## src/rtl/spi_readback_tx_pkg.sv

```systemverilog
// spi_readback_tx_pkg
// Shared constants for the SPI status-readback transmit path: word width,
// the read command opcode, the register index map and the default
// identification word returned at index 0x07.
package spi_readback_tx_pkg;

    localparam int          SPI_WIDTH       = 16;
    localparam logic [7:0]  CMD_READ        = 8'hC0;

    localparam logic [7:0]  ADDR_MODE_LO    = 8'h00;
    localparam logic [7:0]  ADDR_MODE_HI    = 8'h01;
    localparam logic [7:0]  ADDR_SUB_CONTR  = 8'h02;
    localparam logic [7:0]  ADDR_MULT_CONTR = 8'h03;
    localparam logic [7:0]  ADDR_BEATEN_PIX = 8'h04;
    localparam logic [7:0]  ADDR_CNT_LO     = 8'h05;
    localparam logic [7:0]  ADDR_CNT_HI     = 8'h06;
    localparam logic [7:0]  ADDR_ID         = 8'h07;

    localparam logic [15:0] DEFAULT_ID_WORD = 16'hA55A;

endpackage

```

## src/rtl/spi_readback_tx_sync_edge.sv

```systemverilog
// spi_sync_edge
// Multi-flop synchroniser for an asynchronous pin, followed by a registered
// edge detector. Pin edge to rise/fall pulse latency is STAGES+1 clocks.
//   clk_i   : system clock
//   srst_i  : synchronous active-high reset
//   async_i : asynchronous input pin
//   rise_o  : one-clock pulse on a detected 0->1 transition
//   fall_o  : one-clock pulse on a detected 1->0 transition
// INIT is the idle level of the pin, so leaving reset does not fake an edge.
module spi_sync_edge #(
    parameter int   STAGES = 2,
    parameter logic INIT   = 1'b0
) (
    input  logic clk_i,
    input  logic srst_i,
    input  logic async_i,
    output logic rise_o,
    output logic fall_o
);

    logic [STAGES-1:0] sync_q;
    logic              prev_q;
    logic              rise_q;
    logic              fall_q;

    generate
        for (genvar gi = 0; gi < STAGES; gi++) begin : g_sync
            if (gi == 0) begin : g_first
                always_ff @(posedge clk_i) begin
                    if (srst_i) sync_q[gi] <= INIT;
                    else        sync_q[gi] <= async_i;
                end
            end else begin : g_rest
                always_ff @(posedge clk_i) begin
                    if (srst_i) sync_q[gi] <= INIT;
                    else        sync_q[gi] <= sync_q[gi-1];
                end
            end
        end
    endgenerate

    always_ff @(posedge clk_i) begin
        if (srst_i) begin
            prev_q <= INIT;
            rise_q <= 1'b0;
            fall_q <= 1'b0;
        end else begin
            prev_q <= sync_q[STAGES-1];
            rise_q <= sync_q[STAGES-1] & ~prev_q;
            fall_q <= ~sync_q[STAGES-1] & prev_q;
        end
    end

    assign rise_o = rise_q;
    assign fall_o = fall_q;

endmodule

```

## src/rtl/spi_readback_tx.sv

```systemverilog
// spi_readback_tx
// SPI-slave transmit path for status readback. A one-clock RD_REQ snapshots
// one 16-bit status word selected by RD_ADDR; the word is shifted out
// MSB-first on SPI_MISO during the next chip-select frame (SPI mode 0, the
// master samples on SCK rise, the slave shifts on SCK fall).
//   CLK, RESET        : system clock, synchronous active-high reset
//   SPI_SCK, SPI_CS_N : asynchronous SPI pins, oversampled on CLK
//   SPI_MISO          : serial data to master
//   RD_REQ, RD_ADDR   : read strobe and register index
//   MODE_FPGA .. ALL_CNT : status sources for the snapshot
//   TX_BUSY           : word armed or being shifted
//   TX_DONE/TX_ABORT/TX_OVERRUN : one-clock event pulses
// All outputs are registered.
module spi_readback_tx
    import spi_readback_tx_pkg::*;
#(
    parameter int              SPI_W       = SPI_WIDTH,
    parameter int              SYNC_STAGES = 2,
    parameter logic [SPI_W-1:0] ID_WORD    = DEFAULT_ID_WORD
) (
    input  logic        CLK,
    input  logic        RESET,
    input  logic        SPI_SCK,
    input  logic        SPI_CS_N,
    output logic        SPI_MISO,
    input  logic        RD_REQ,
    input  logic [7:0]  RD_ADDR,
    input  logic [31:0] MODE_FPGA,
    input  logic [13:0] SUB_CONTRAST,
    input  logic [4:0]  MULT_CONTRAST,
    input  logic [13:0] BEATEN_PIX_LEVEL,
    input  logic [19:0] ALL_CNT,
    output logic        TX_BUSY,
    output logic        TX_DONE,
    output logic        TX_ABORT,
    output logic        TX_OVERRUN
);

    localparam int CNT_W = $clog2(SPI_W) + 1;

    typedef enum logic [1:0] {
        ST_IDLE,
        ST_ARMED,
        ST_SHIFT,
        ST_DONE
    } state_t;

    state_t             state_q, state_d;
    logic [SPI_W-1:0]   shreg_q, shreg_d;
    logic [CNT_W-1:0]   bitcnt_q, bitcnt_d;
    logic               miso_q, busy_q, done_q, abort_q, overrun_q;
    logic               abort_d, overrun_d;
    logic [SPI_W-1:0]   snap_word;
    logic               sck_rise, sck_fall;
    logic               cs_rise, cs_fall;

    spi_sync_edge #(.STAGES(SYNC_STAGES), .INIT(1'b0)) u_sck_sync (
        .clk_i   (CLK),
        .srst_i  (RESET),
        .async_i (SPI_SCK),
        .rise_o  (sck_rise),
        .fall_o  (sck_fall)
    );

    spi_sync_edge #(.STAGES(SYNC_STAGES), .INIT(1'b1)) u_cs_sync (
        .clk_i   (CLK),
        .srst_i  (RESET),
        .async_i (SPI_CS_N),
        .rise_o  (cs_rise),
        .fall_o  (cs_fall)
    );

    // Address mux: the word is captured in the same edge that samples RD_REQ.
    always_comb begin
        snap_word = '0;
        case (RD_ADDR)
            ADDR_MODE_LO:    snap_word = SPI_W'(MODE_FPGA[15:0]);
            ADDR_MODE_HI:    snap_word = SPI_W'(MODE_FPGA[31:16]);
            ADDR_SUB_CONTR:  snap_word = SPI_W'(SUB_CONTRAST);
            ADDR_MULT_CONTR: snap_word = SPI_W'(MULT_CONTRAST);
            ADDR_BEATEN_PIX: snap_word = SPI_W'(BEATEN_PIX_LEVEL);
            ADDR_CNT_LO:     snap_word = SPI_W'(ALL_CNT[15:0]);
            ADDR_CNT_HI:     snap_word = SPI_W'(ALL_CNT[19:16]);
            ADDR_ID:         snap_word = ID_WORD;
            default:         snap_word = '0;
        endcase
    end

    always_comb begin
        state_d   = state_q;
        shreg_d   = shreg_q;
        bitcnt_d  = bitcnt_q;
        abort_d   = 1'b0;
        overrun_d = 1'b0;
        case (state_q)
            ST_IDLE: begin
                // A frame that starts without an armed word is ignored.
                if (RD_REQ) begin
                    shreg_d  = snap_word;
                    bitcnt_d = '0;
                    state_d  = ST_ARMED;
                end
            end
            ST_ARMED: begin
                // Newest request replaces the armed word; not an overrun.
                if (RD_REQ) begin
                    shreg_d  = snap_word;
                    bitcnt_d = '0;
                end
                if (cs_fall) begin
                    state_d = ST_SHIFT;
                end
            end
            ST_SHIFT: begin
                if (RD_REQ) begin
                    overrun_d = 1'b1;
                end
                // The 16th fall is checked first so a simultaneous CS_N
                // rise still completes the word rather than aborting it.
                if (sck_fall) begin
                    shreg_d  = {shreg_q[SPI_W-2:0], 1'b0};
                    bitcnt_d = bitcnt_q + 1'b1;
                    if (bitcnt_q == CNT_W'(SPI_W - 1)) begin
                        state_d = ST_DONE;
                    end else if (cs_rise) begin
                        abort_d  = 1'b1;
                        shreg_d  = '0;
                        bitcnt_d = '0;
                        state_d  = ST_IDLE;
                    end
                end else if (cs_rise) begin
                    abort_d  = 1'b1;
                    shreg_d  = '0;
                    bitcnt_d = '0;
                    state_d  = ST_IDLE;
                end
            end
            ST_DONE: begin
                state_d  = ST_IDLE;
                bitcnt_d = '0;
                if (RD_REQ) begin
                    shreg_d = snap_word;
                    state_d = ST_ARMED;
                end
            end
            default: begin
                state_d  = ST_IDLE;
                shreg_d  = '0;
                bitcnt_d = '0;
            end
        endcase
    end

    // Outputs are registered from next-state values so they line up with
    // the state they describe without a combinational path to the pins.
    always_ff @(posedge CLK) begin
        if (RESET) begin
            state_q   <= ST_IDLE;
            shreg_q   <= '0;
            bitcnt_q  <= '0;
            miso_q    <= 1'b0;
            busy_q    <= 1'b0;
            done_q    <= 1'b0;
            abort_q   <= 1'b0;
            overrun_q <= 1'b0;
        end else begin
            state_q   <= state_d;
            shreg_q   <= shreg_d;
            bitcnt_q  <= bitcnt_d;
            miso_q    <= ((state_d == ST_ARMED) || (state_d == ST_SHIFT))
                         ? shreg_d[SPI_W-1] : 1'b0;
            busy_q    <= (state_d == ST_ARMED) || (state_d == ST_SHIFT);
            done_q    <= (state_d == ST_DONE);
            abort_q   <= abort_d;
            overrun_q <= overrun_d;
        end
    end

    assign SPI_MISO   = miso_q;
    assign TX_BUSY    = busy_q;
    assign TX_DONE    = done_q;
    assign TX_ABORT   = abort_q;
    assign TX_OVERRUN = overrun_q;

endmodule

```

## config.mk

```make
export PLATFORM = sky130hd
export DESIGN_NAME = spi_readback_tx
export DESIGN_NICKNAME = d
export VERILOG_FILES = /design/src/rtl/spi_readback_tx_pkg.sv /design/src/rtl/spi_readback_tx_sync_edge.sv /design/src/rtl/spi_readback_tx.sv
export SDC_FILE = /design/constraint.sdc
export NUM_CORES = 1
export LEC_CHECK = 0
export BUFFER_PORTS_ARGS = -buffer_cell sky130_fd_sc_hd__buf_2
export CORE_MARGIN = 2
export CORE_UTILIZATION = 43
export CTS_BUF_LIST = sky130_fd_sc_hd__clkbuf_4 sky130_fd_sc_hd__clkbuf_8 sky130_fd_sc_hd__clkbuf_16
export DETAILED_ROUTE_END_ITERATION = 6
export PLACE_DENSITY_LB_ADDON = 0.12
export SLEW_MARGIN = 20
export SYNTH_ARGS = -nofsm -noshare
export SYNTH_HDL_FRONTEND = slang
export SYNTH_HIERARCHICAL = 1
export SYNTH_SLANG_ARGS = --single-unit
```

## constraint.sdc

```tcl
create_clock -name CLK -period 2 [get_ports CLK]
set_clock_uncertainty 0.05 [all_clocks]
set_input_delay 0 -clock CLK [delete_from_list [all_inputs] [get_ports CLK]]
set_output_delay 0 -clock CLK [all_outputs]
set_load 0.02 [all_outputs]
```

==> summary.md, run 1 <==
| Metric | Value |
|---|---|
| Die Span X | 76.0 um |
| Worst skew pair latency | 0.28 ns |
| Fmax | 0.518 GHz |
| Die H | 76.0 um |
| Drc violations | 0 |
| Startpoint types | flip-flop |
| Max Cap Viol | 0 |
| CTS buffer count | 5 |
| Syn Area/Cell | 9.37 sq um |
| Critical setup path kind | flip-flop to flip-flop |
| Nature of the critical path endpoint | flip-flop |
| # rows | 26 |
| Slew margin rel. | 56.8% |
| Post-CTS setup buffers | 0 |
| Vias in the first global route | 2079 |
| Multi-input logic area | 1410 sq um |
| Final ANT Viol Nets | 0 |
| Number of I/O port buffers | about 100 |
| Fillcell total | 466 |
| Min-delay worst type | input port to flip-flop |
| Overflow left after global routing | 0 |
| CORE AREA | 5040 sq um |
| Setup TNS | 0 ns |
| CP Cell Sequence | ha_2 > and3_4 > ha_1 > nand2_1 > o21ai_1 > a21o_1 > ha_1 > nor2b_1 > nor2b_1 |
| CTS root buffer | clkbuf_8 |
| Area of all sequential standard cells | 742 sq um |
| Met2 Track Usage GR | 34.0% |
| DR vias/cell | 5.34 |
| WL final | 5670 um |
| Clock share of power | 32.7% |
| Met1 usage | 24.7% |
| Average routed wire per standard cell | 13.7 um |
| Clock Sinks | 37 |
| Fin nets | 445 |
| N_diodes | 0 |
| Crit path buf inv count | 0 |
| CTS tree | built |
| Crit Path Max Fanout | 2 |
| Die area | 5780 sq um |
| Max Root-Sink Buffers | 2 |
| Initial core utilization | 44.2% |
| Io pins | 103 |
| Slowest CP cell | dfxtp_2 |
| Min cycle time layout | roughly 1.9 ns |
| Max Slew Vio Count | 0 |
| Placer congestion estimate | 0.829 |
| Status | complete, no violations |
| Delay of the slowest cell on the worst path | roughly 0.32 ns |
| Post-Syn Nets | roughly 340 |
| Busiest grt layer | met2 |
| Initial antenna violation count | 0 |
| Gr usage total | about a fifth |
| Max VDD drop | between 200 and 300 uV |
| Crit-path leading delay family | adder cells |
| Hold slack | 0.0208 ns |
| DRT iter0 DRCs | 106 |
| Drt pass-1 iters | 6 |
| Layout cell share with drive strength beyond 1 | 42.2% |
| Syn Inst Count | 238 |
| Via count | 2212 |
| Yosys warns | 6 |
| Largest net degree at the start of global routing | 37 |
| CP required | 2.11 ns |
| First-pass GRT wire length | 9260 um |
| Pwr/cell area | 533 nW/um^2 |
| Reg power frac | 48.2% |
| WP data arrival | 2.04 ns |
| Clock-pin slew on the worst setup and hold paths | 0.07 ns |
| Gate power share | 19.1% |
| Worst-margin pin slew | 0.648 ns |
| Hpwl dp | 4340 um |
| Final Util | 59.2% |
| H-tree Lvls | 2 |
| GRT met3 Usage | around 4.3% |
| P_leak | 1.24 nW |
| Synth Cell Area | 2230 sq um |
| Net Sw Frac | 24.7% |
| Area Growth Syn to Fin | 33.8% |
| NetSw | approximately 0.00039 W |
| Final setup viols | 0 |
| Final Hold Fails | 0 |
| Internal power | around 0.0012 W |
| Period utilization | 96.5% |
through the flow:
stage          setup WS [ns]  cells  cell area, sq um  power (W)
3_3_place_gp          0.0554    405              2870    0.00108
3_5_place_dp          0.0306    405              2870    0.00109
6_report              0.0695    414              2980    0.00159
5_1_grt             -0.00864    414              2980    0.00166
2_1_floorplan        0.00681    238              2230   0.000951
4_1_cts              0.00168    414              2980    0.00160
flip-flops by register name (all words and copies together), names as in the netlist:
signal	flops
u_cs_sync/fall_o	1
shreg_q	16
TX_ABORT	1
TX_BUSY	1
TX_DONE	1
SPI_MISO	1
TX_OVERRUN	1
state_q	2
u_sck_sync/prev_q	1
u_cs_sync/rise_o	1
u_sck_sync/fall_o	1
u_cs_sync/prev_q	1
bitcnt_q	5
u_sck_sync/sync_q	2
u_cs_sync/sync_q	2
power by group through the flow:
| stage | clock, W | combinational (W) | sequential (W) |
|---|---|---|---|
| 6_report | 0.000520 | 0.000303 | 0.000767 |
| 4_1_cts | 0.000531 | 0.000306 | 0.000767 |
| 3_5_place_dp | 0 | 0.000302 | 0.000784 |
| 2_1_floorplan | 0 | 0.000168 | 0.000783 |
| 5_1_grt | 0.000556 | 0.000337 | 0.000769 |
| 3_3_place_gp | 0 | 0.000298 | 0.000784 |
layout by cell type (no fill, tap or decap), drive strengths merged, types with 3 or more instances in the layout:
master  count
mux2i      12
nor2       21
buf       116
nand3       3
a22oi       5
or2         4
dfxtp      37
o211ai      6
clkbuf      6
nand2      18
inv         3
nor2b      11
ha          3
a221oi      7
o21ai       3
nor3        8
a211oi      9
a311oi      4
nor3b       6
mux4       10
nand3b      7
a21oi      10
layer usage:
layer,part of all wire (%),wire (um),up-vias
li1,-,-,1122
met2,49,2760,80
met3,6.0,341,2
met1,45,2540,1008
met4,0.34,19,0
met5,0,0,-
final timing paths:
check | start | end | slack (ns) | depth (start not counted)
max | bitcnt_q[0] | SPI_MISO | 0.07 | 9
min | RD_REQ | TX_OVERRUN | 0.02 | 2
max reg2reg | bitcnt_q[0] | SPI_MISO | 0.07 | 9
min reg2reg | u_cs_sync/sync_q[0] | u_cs_sync/sync_q[1] | 0.36 | 1
cell type report:
| class | count | share of cell area, % |
|---|---|---|
| multi-input cells | 179 | 47.1 |
| flip-flops and latches | 37 | 24.9 |
| repair buffers | 118 | 21.7 |
| well taps | 70 | 2.94 |
| clock buffers | 6 | 2.77 |
| inverters | 3 | 0.377 |
| clock inverters | 1 | 0.252 |
what timing repair did:
item / 4_1_cts / 5_1_grt
setup endpoints to repair: 0 / 6
resized for setup: 0 / 4
endpoints found under the hold margin: 2 / 0
hold buffers: 2 / 0
Power figures use the tool's default switching activity.
==> run 2, diff against run 1 <==
- CORE_UTILIZATION: 43 -> 47
- clock period: 2 -> 1.9 ns (I/O delays scaled with it)
==> run 2 against run 1 <==
Compared with the run above:
- the flow now finishes with violations (negative setup slack)
- maximum frequency up 0.45%
- combinational power up 9.2%
- critical path depth is the same
- clock-buffer cell count unchanged
- non-clock buffer count up 5
- wire length increased by 6.5%
- total power is 17% higher
- die area is 8.1% lower
- worst hold slack better by 0.030 ns
- critical path type unchanged
- highest routed layer unchanged
==> summary.md, run 2 (synthesis gave the netlist of run 1 again) <==
| Metric | Value |
|---|---|
| Worst-margin pin slew | 0.682 ns (was 0.648 ns) |
| Reg2reg start | bitcnt_q[0] (unchanged) |
| Most flop-heavy register | shreg_q (unchanged) |
| Layout cell share with drive strength beyond 1 | 45.1% (was 42.2%) |
| Overflow left after global routing | 0 (unchanged) |
| Status | complete, but fails checks (was complete, no violations) |
| Most frequent cells in the layout | buf_2, dfxtp_1, nor2_1, nand2_1, buf_4 (unchanged) |
| Dpl cells | 389 (was 405) |
| CTS root buffer | clkbuf_8 (unchanged) |
| WP data arrival | 2.06 ns (was 2.04 ns) |
| Die area | 5310 sq um (was 5780 sq um) |
| Placer congestion estimate | 0.793 (was 0.829) |
| Drc violations | 0 (unchanged) |
| CP required | 2.03 ns (was 2.11 ns) |
| Average routed wire per standard cell | 14.9 um (was 13.7 um) |
| Largest net degree at the start of global routing | 37 (unchanged) |
| Largest registers | shreg_q: 16 flops, bitcnt_q: 5 flops (unchanged) |
| Max Root-Sink Buffers | 2 (unchanged) |
| Max VDD drop | 330 uV (was 296 uV) |
| DRT iter0 DRCs | 80 (was 106) |
| # rows | 25 (was 26) |
| Die Span X | 72.9 um (was 76.0 um) |
| Io pins | 103 (unchanged) |
| Via count | 2282 (was 2212) |
| N_diodes | 0 (unchanged) |
| Hpwl dp | 4430 um (was 4340 um) |
| Max reg flops | 16 (unchanged) |
| CTS tree | built (unchanged) |
| Slew margin rel. | 54.5% (was 56.8%) |
| WL final | 6030 um (was 5670 um) |
| DR vias/cell | 5.65 (was 5.34) |
| Max Cap Viol | 0 (unchanged) |
| Startpoint types | flip-flop (unchanged) |
| Final std cells w/o fill | 404 (was 414) |
| Commonest non-fill, non-tap cell in the layout | buf_2 (unchanged) |
| Vias in the first global route | 2228 (was 2079) |
| Final Hold Fails | 0 (unchanged) |
| Worst Reg-to-Reg Cells | 9 (unchanged) |
| Reg-to-reg endpoint | SPI_MISO (unchanged) |
| Critical setup path kind | flip-flop to flip-flop (unchanged) |
| CORE AREA | 4660 sq um (was 5040 sq um) |
| First-pass GRT wire length | 9790 um (was 9260 um) |
| CTS buffer count | 5 (unchanged) |
| Fmax | 0.520 GHz (was 0.518 GHz) |
| Final worst slack | -0.0219 ns (was 0.0695 ns) |
| Crit Path Max Fanout | 2 (unchanged) |
| Failing checks | negative setup slack |
| Hold slack | 0.0512 ns (was 0.0208 ns) |
| H-tree Lvls | 2 (unchanged) |
| Area Growth Syn to Fin | 40.7% (was 33.8%) |
| P_leak | 1.32 nW (was 1.24 nW) |
| Nature of the critical path endpoint | flip-flop (unchanged) |
| Clock Sinks | 37 (unchanged) |
| Gr usage total | 23.5% (was 19.4%) |
| Die H | 72.9 um (was 76.0 um) |
| Min cycle time layout | 1.92 ns (was 1.93 ns) |
| Worst skew pair latency | 0.30 ns (was 0.28 ns) |
| Clock-pin slew on the worst setup and hold paths | 0.08 ns (was 0.07 ns) |
| Drt pass-1 iters | 5 (was 6) |
| Period utilization | 101% (was 96.5%) |
| Final setup viols | 1 (was 0) |
| Hold Startpoint | BEATEN_PIX_LEVEL[8] (was RD_REQ) |
| Initial core utilization | 47.9% (was 44.2%) |
| Min-delay worst type | input port to flip-flop (unchanged) |
| Initial antenna violation count | 0 (unchanged) |
| Final ANT Viol Nets | 0 (unchanged) |
| Max Slew Vio Count | 0 (unchanged) |
| Pwr/cell area | 593 nW/um^2 (was 533 nW/um^2) |
| WHS Path Cells | 5 (was 2) |
| Number of I/O port buffers | 102 (unchanged) |
| R2r setup slk | -0.02 ns (was 0.07 ns) |
| Fin nets | 450 (was 445) |
| RSZ-0062 raised after global routing | yes |
| WHS Endpoint | shreg_q[8] (was TX_OVERRUN) |
run 2: cell types whose count changed in the layout (fill, tap and decap cells not counted), sizes merged:
cell	delta
dlygate4sd3	+1
bufinv	+1
buf	+4
run 2: layout make-up:
class,instances,area (sq um)
fill,415,1520
sequential,37,743
inverter,3,11.3
clock inverter,2,37.5
multi-input combinational,179,1470
tap,54,67.6
clock buffer,6,82.6
timing repair buffer,123,724
run 2: per-layer routing:
layer | GRT usage (%) | wire [um]
met2 | 40.0 | 3090
met3 | 6.49 | 310
met1 | 28.5 | 2530
met4 | 7.82 | 97
met5 | 0 | 0
run 2: report_power, final:
group	internal (W)	switching, W	leakage, nW
sequential	0.000795	0.0000134	0.302
clock	0.000427	0.000294	0.0574
combinational	0.000186	0.000146	0.962
run 2: per-stage QoR:
stage                     cell area [sq um]  worst slack (ns)  TNS, ns  total power, W  util, %
after global routing                   3140           -0.0992   -0.377         0.00194     67.4
after CTS                              3080           -0.0146  -0.0213         0.00187     66.1
final                                  3140           -0.0219  -0.0219         0.00186     67.4
after floorplan                        2240            0.0158        0         0.00100        -
after global placement                 2860           -0.0132  -0.0132         0.00114     61.4
after detailed placement               2860           -0.0641  -0.0641         0.00115     61.4
run 2: worst max-delay path, cell delays in order, from the launching register on:
cell	delay [ns]
dfxtp_2	0.34
ha_4	0.16
and3_4	0.18
ha_4	0.17
nand2_4	0.07
o21ai_2	0.06
a21o_1	0.21
ha_1	0.30
nor2b_4	0.13
nor2b_1	0.14
run 2: how the worst max path moves through the flow:
stage	end	start	slack, ns	cells past startpoint
after floorplan	SPI_MISO	bitcnt_q[0]	0.02	9
after global placement	SPI_MISO	bitcnt_q[0]	-0.01	9
after detailed placement	SPI_MISO	bitcnt_q[0]	-0.06	9
after CTS	shreg_q[15]	bitcnt_q[0]	-0.01	8
after global routing	SPI_MISO	bitcnt_q[0]	-0.1	9
final	SPI_MISO	bitcnt_q[0]	-0.02	9
run 2: timing repair:
action,CTS,global route
endpoints found under the setup margin,3,17
hold buffers,3,0
resized for setup,10,9
gates cloned,1,0
hold endpoints to repair,3,0
setup buffers,0,3
pin swaps,5,7
